--- src/rtl/spi_cmd_sequencer.sv ---
// spi_cmd_sequencer
// Turns the byte stream of an SPI slave into register-bus accesses.
// The first byte after chip select is a command (bit7 read, bit6
// auto-increment, low bits start address). Writes take one data byte per
// access. Reads prefetch one byte ahead: each dummy byte from the master
// triggers the next read.
//
// Ports
//   MClk        : single clock, rising edge
//   USPI_Rst_N  : asynchronous active-low reset
//   Csel_Active : synchronised chip select; low aborts to IDLE
//   Rx_Byte     : received SPI byte, qualified by Rx_Valid (1-cycle pulse)
//   Tx_Byte     : next byte for the MISO shifter, qualified by Tx_Load (pulse)
//   Reg_Addr    : register address
//   Reg_Wdata   : register write data
//   Reg_Wr      : 1-cycle write strobe
//   Reg_Rd      : 1-cycle read strobe
//   Reg_Rdata   : read data, valid with Reg_Ack
//   Reg_Ack     : access complete
//   Err_Count   : saturating count of timeouts and overruns
//   Busy        : not in IDLE
module spi_cmd_sequencer #(
  parameter int ADDR_BITS   = 6,
  parameter int ACK_TIMEOUT = 15
) (
  input  logic                 MClk,
  input  logic                 USPI_Rst_N,
  input  logic                 Csel_Active,
  input  logic [7:0]           Rx_Byte,
  input  logic                 Rx_Valid,
  output logic [7:0]           Tx_Byte,
  output logic                 Tx_Load,
  output logic [ADDR_BITS-1:0] Reg_Addr,
  output logic [7:0]           Reg_Wdata,
  output logic                 Reg_Wr,
  output logic                 Reg_Rd,
  input  logic [7:0]           Reg_Rdata,
  input  logic                 Reg_Ack,
  output logic [7:0]           Err_Count,
  output logic                 Busy
);

  localparam int TW = $clog2(ACK_TIMEOUT + 1);
  localparam logic [TW-1:0] TMO_LAST = TW'(ACK_TIMEOUT - 1);

  typedef enum logic [2:0] {
    S_IDLE, S_CMD, S_WR_DATA, S_WR_WAIT, S_RD_REQ, S_RD_WAIT, S_RD_DATA
  } state_t;

  state_t               state, state_nx;
  logic                 ai, ai_nx;
  logic [TW-1:0]        tmo_cnt, tmo_cnt_nx;
  logic [7:0]           tx_byte_nx;
  logic                 tx_load_nx;
  logic [ADDR_BITS-1:0] addr_nx;
  logic [7:0]           wdata_nx;
  logic                 wr_nx, rd_nx;
  logic                 err_inc;
  logic                 timeout;

  assign Busy    = (state != S_IDLE);
  assign timeout = (tmo_cnt == TMO_LAST) && !Reg_Ack;

  // state register
  always_ff @(posedge MClk or negedge USPI_Rst_N) begin
    if (!USPI_Rst_N) state <= S_IDLE;
    else             state <= state_nx;
  end

  // next-state and next-output logic
  always_comb begin
    state_nx   = state;
    ai_nx      = ai;
    tmo_cnt_nx = '0;
    tx_byte_nx = Tx_Byte;
    tx_load_nx = 1'b0;
    addr_nx    = Reg_Addr;
    wdata_nx   = Reg_Wdata;
    wr_nx      = 1'b0;
    rd_nx      = 1'b0;
    err_inc    = 1'b0;

    if (!Csel_Active) begin
      // Abort wins over everything, including a late ack.
      state_nx   = S_IDLE;
      tx_byte_nx = 8'h00;
    end else begin
      case (state)
        S_IDLE: state_nx = S_CMD;

        S_CMD: if (Rx_Valid) begin
          addr_nx = Rx_Byte[ADDR_BITS-1:0];
          ai_nx   = Rx_Byte[6];
          if (Rx_Byte[7]) begin
            state_nx = S_RD_REQ;
            rd_nx    = 1'b1;
          end else begin
            state_nx = S_WR_DATA;
          end
        end

        S_WR_DATA: if (Rx_Valid) begin
          wdata_nx = Rx_Byte;
          wr_nx    = 1'b1;
          state_nx = S_WR_WAIT;
        end

        S_WR_WAIT: begin
          tmo_cnt_nx = tmo_cnt + 1'b1;
          // Overrun and timeout in one cycle still count as one error.
          err_inc    = Rx_Valid || timeout;
          if (Reg_Ack || timeout) begin
            state_nx = S_WR_DATA;
            if (ai) addr_nx = Reg_Addr + 1'b1;
          end
        end

        S_RD_REQ: begin
          // The strobe was raised on entry; this cycle only drops overruns.
          err_inc  = Rx_Valid;
          state_nx = S_RD_WAIT;
        end

        S_RD_WAIT: begin
          tmo_cnt_nx = tmo_cnt + 1'b1;
          err_inc    = Rx_Valid || timeout;
          if (Reg_Ack || timeout) begin
            tx_byte_nx = Reg_Ack ? Reg_Rdata : 8'hEE;
            tx_load_nx = 1'b1;
            state_nx   = S_RD_DATA;
          end
        end

        S_RD_DATA: if (Rx_Valid) begin
          // Dummy byte from the master: prefetch the next register.
          if (ai) addr_nx = Reg_Addr + 1'b1;
          rd_nx    = 1'b1;
          state_nx = S_RD_REQ;
        end

        default: state_nx = S_IDLE;
      endcase
    end
  end

  // registered outputs and context
  always_ff @(posedge MClk or negedge USPI_Rst_N) begin
    if (!USPI_Rst_N) begin
      ai        <= 1'b0;
      tmo_cnt   <= '0;
      Tx_Byte   <= 8'h00;
      Tx_Load   <= 1'b0;
      Reg_Addr  <= '0;
      Reg_Wdata <= 8'h00;
      Reg_Wr    <= 1'b0;
      Reg_Rd    <= 1'b0;
      Err_Count <= 8'h00;
    end else begin
      ai        <= ai_nx;
      tmo_cnt   <= tmo_cnt_nx;
      Tx_Byte   <= tx_byte_nx;
      Tx_Load   <= tx_load_nx;
      Reg_Addr  <= addr_nx;
      Reg_Wdata <= wdata_nx;
      Reg_Wr    <= wr_nx;
      Reg_Rd    <= rd_nx;
      if (err_inc && (Err_Count != 8'hFF)) Err_Count <= Err_Count + 1'b1;
    end
  end

endmodule

--- config.mk ---
export PLATFORM = sky130hd
export DESIGN_NAME = spi_cmd_sequencer
export DESIGN_NICKNAME = d
export VERILOG_FILES = /design/src/rtl/spi_cmd_sequencer.sv
export SDC_FILE = /design/constraint.sdc
export NUM_CORES = 1
export LEC_CHECK = 0
export BUFFER_PORTS_ARGS = -buffer_cell sky130_fd_sc_hd__buf_2
export CELL_PAD_IN_SITES_DETAIL_PLACEMENT = 1
export CELL_PAD_IN_SITES_GLOBAL_PLACEMENT = 1
export CORE_MARGIN = 2
export CORE_UTILIZATION = 40
export DETAILED_ROUTE_END_ITERATION = 10
export PLACE_DENSITY = 0.74
export RECOVER_POWER = 100
export SLEW_MARGIN = 0
export SYNTH_ARGS = -nofsm -noshare
export SYNTH_HDL_FRONTEND = slang
export SYNTH_SLANG_ARGS = --single-unit
--- constraint.sdc ---
create_clock -name MClk -period 2.2 [get_ports MClk]
set_input_delay 0.44 -clock MClk [delete_from_list [all_inputs] [get_ports MClk]]
set_output_delay 0.44 -clock MClk [all_outputs]
set_load 0.1 [all_outputs]
==> out/results.tsv <==
stage	metric	value	unit
run_status	status	finished, violations left	
run_status	failed_checks	max-capacitance violations, max-slew violations	
finish	areaGrowthSynthToFinish	18.6	%
worst_hold_path	hold_path_startpoint	Reg_Rdata[0]	
yosys	synth_edf_count	0	
yosys	synth_nets	211	
clock_tree	ctsHoldBuffers	0	
worst_setup_path	worstRegToRegCells	4	
detailed_routing	vias_per_cell	5.25	
floorplan	core-area	5070	um2
placement	hpwlAfterDp	3.60	mm
finish	final_cell_count_no_fill	316	
sta	clock_skew	0.00729	ns
placement	place_congestion	0.760	
finish	design_area	2490	um2
finish	fin_util	49.1	%
worst_setup_path	critPathArrivalTime	1.64	ns
clock_tree	post_cts_buffers	0	
yosys	synthCells	186	
sta	worst_pin_slew	1.54	ns
worst_setup_path	cp_max_fo	17	
job	cap_viol_max_count	1	
worst_setup_path	cp-end-kind	primary output	
clock_tree	post_cts_resized	0	
yosys	ys.warnings.count	0	
sta	period_minus_slack	2.08	ns
worst_setup_path	critical_path_class	register to primary output	
finish	fin_nets	270	
power	power.leakage	1.13	nW
finish	final_common_cell	dfrtp_1	
global_routing	grt_util_all_layers	17.4	%
placement	dp_cells	308	
detailed_routing	first_pass_iters	4	
floorplan	die_x	76.5	um
detailed_routing	wl	4.86	mm
placement	port-buffer-count	54	
global_routing	first_global_vias	1742	
clock_tree	clock_sinks	41	
worst_hold_path	min_path_type	input port to register	
finish	final_cell_mix	dfrtp_1, clkbuf_2, buf_2, nand2_1, clkbuf_1	
floorplan	dieHeight	76.5	um
power	power_density	1390	nW/um2
yosys	async_flop_share	100	%
sta	slew_violations	30	
clock_tree	htreeDepth	2	
detailed_routing	drc	0	
global_routing	grt_remaining_overflow	0	
sta	hold_viol	0	
global_routing	antenna_found_initial	0	
worst_hold_path	hold_depth	2	
floorplan	io_pins	55	
detailed_routing	wl_per_cell	15.4	um
yosys	synth.ff_latch_count	41	
sta	hold_ws	0.395	ns
finish	fillers	602	
clock_tree	clk_latency	0.29	ns
clock_tree	cts.clk_slew.worst_paths	0.07	ns
floorplan	start_util	41.4	%
detailed_routing	vias	1659	
worst_hold_path	timing.hold.worst_endpoint	Tx_Byte[0]$_DFFE_PN0P_	
yosys	ys_seq_area_share	48.8	%
worst_setup_path	r2r-start	state[1]$_DFFE_PN0P_	
worst_setup_path	cp-start-kind	register	
yosys	syn_area_per_cell	11.3	um2
detailed_routing	ant_nets	0	
worst_setup_path	regToRegSetupSlack	0.18	ns
sta	slew_headroom	-2.78	%
clock_tree	numCtsBuffers	5	
power	ir_worst_vdd	0.819	mV
detailed_routing	initialDrtViolationCount	55	
clock_tree	clk_path_buf_depth	2	
yosys	netlist_area	2100	um2
sta	finalCritPeriodShare	94.4	%
sta	setup_viol	0	
global_routing	grt_pass1_wl	8.27	mm
floorplan	rows	26	
finish	diodes	0	
worst_setup_path	crit_required	1.76	ns
sta	rsz0062_at_grt	false	
finish	layout-drive-gt1-share	32.9	%
placement	dpl_cell_area	2460	um2
sta	fin_setup_tns	0	ns
clock_tree	cts_root_buf	clkbuf_8	
clock_tree	cts_tree	built	
yosys	yosysUniqueCellTypes	49	
global_routing	grt_start_max_net_pins	30	
floorplan	dieArea	5850	um2
worst_setup_path	worstReg2RegEnd	Reg_Addr[1]$_DFFE_PN0P_	
sta	clock.fmax	0.481	GHz
yosys	synth_ff_type	dfrtp_1	
how the worst max path moves through the flow:
stage / to / start / slack, ns / cells after the start
6_report: Busy / state[1]$_DFFE_PN0P_ / 0.12 / 2
5_1_grt: Reg_Addr[1]$_DFFE_PN0P_ / state[1]$_DFFE_PN0P_ / 0.02 / 4
4_1_cts: Busy / state[0]$_DFFE_PN0P_ / 0.13 / 2
3_5_place_dp: Reg_Addr[1]$_DFFE_PN0P_ / state[1]$_DFFE_PN0P_ / 0.24 / 4
3_3_place_gp: Reg_Addr[1]$_DFFE_PN0P_ / state[0]$_DFFE_PN0P_ / 0.32 / 4
2_1_floorplan: Err_Count[1]$_DFFE_PN0P_ / Err_Count[6]$_DFFE_PN0P_ / 0.02 / 4
area by class of cell:
| class | instances | area [um2] | area share [%] |
|---|---|---|---|
| clock buffer | 8 | 80.1 | 3.21 |
| timing repair buffer | 60 | 294 | 11.8 |
| sequential | 41 | 1030 | 41.4 |
| inverter | 8 | 30.0 | 1.20 |
| tap | 70 | 87.6 | 3.51 |
| multi-input combinational | 129 | 968 | 38.9 |
routing by layer:
layer  global-route usage, %  routed length [um]  share of wire, %
met2                    29.3                2390                49
met4                    5.27                  65               1.3
met1                    21.9                2170                45
met3                    4.50                 238               4.9
met5                       0                   0                 0
synth_stat cells (2+ instances only):
| cell type | number | area [um2] |
|---|---|---|
| dfrtp_1 | 41 | 1030 |
| nand2_1 | 14 | 52.6 |
| nand3_1 | 12 | 60.1 |
| mux2_2 | 11 | 124 |
| nor2_1 | 9 | 33.8 |
| inv_1 | 8 | 30.0 |
| xnor2_1 | 8 | 70.1 |
| nor2b_1 | 7 | 43.8 |
| o21ai_0 | 7 | 35.0 |
| nand4_1 | 6 | 37.5 |
| buf_2 | 4 | 20.0 |
| ha_1 | 4 | 50.1 |
| a211oi_1 | 3 | 22.5 |
| a21oi_1 | 3 | 15.0 |
| a2bb2oi_1 | 3 | 26.3 |
| xor2_1 | 3 | 26.3 |
| a211o_1 | 2 | 17.5 |
| a22o_1 | 2 | 17.5 |
| a32o_1 | 2 | 20.0 |
| and2_1 | 2 | 12.5 |
| and4_1 | 2 | 17.5 |
| buf_4 | 2 | 15.0 |
| mux2i_1 | 2 | 20.0 |
| nand4b_1 | 2 | 17.5 |
| o311ai_2 | 2 | 32.5 |
| or3_1 | 2 | 12.5 |
report_power, final:
group / total, mW / switching (mW) / internal (mW)
Clock: 0.472 / 0.246 / 0.225
Combinational: 1.87 / 1.51 / 0.363
Sequential: 1.12 / 0.187 / 0.933
Total: 3.47 / 1.94 / 1.52
state kept, by name (all words and copies together), names as in the netlist:
signal,flops
Tx_Byte,8
Tx_Load,1
tmo_cnt,4
Reg_Wr,1
ai,1
Reg_Addr,6
Reg_Rd,1
Err_Count,8
Reg_Wdata,8
state,3
metrics by stage:
| step | worst slack (ns) | total power [mW] |
|---|---|---|
| final | 0.123 | 3.47 |
| after CTS | 0.130 | 3.52 |
| after global routing | 0.0153 | 3.64 |
| after floorplan | 0.0186 | 2.71 |
| after detailed placement | 0.241 | 3.04 |
| after global placement | 0.322 | 3.01 |
worst max-delay path, stage by stage, from the launching register on:
cell and delay (ns):
dfrtp_1 0.57, or3_1 0.46, buf_2 0.31
cell families (layout without fill, tap and decap cells):
| kind of cell | count (synthesis) | after routing | share of synthesized area, % |
|---|---|---|---|
| simple gates | 65 | 65 | 18.5 |
| flops | 41 | 41 | 48.8 |
| compound gates | 34 | 34 | 13.8 |
| buf+inv | 16 | 76 | 3.81 |
| mux | 15 | 15 | 8.10 |
| xor+xnor | 11 | 11 | 4.58 |
| fa+ha+maj | 4 | 4 | 2.38 |
Power figures use the tool's default switching activity.
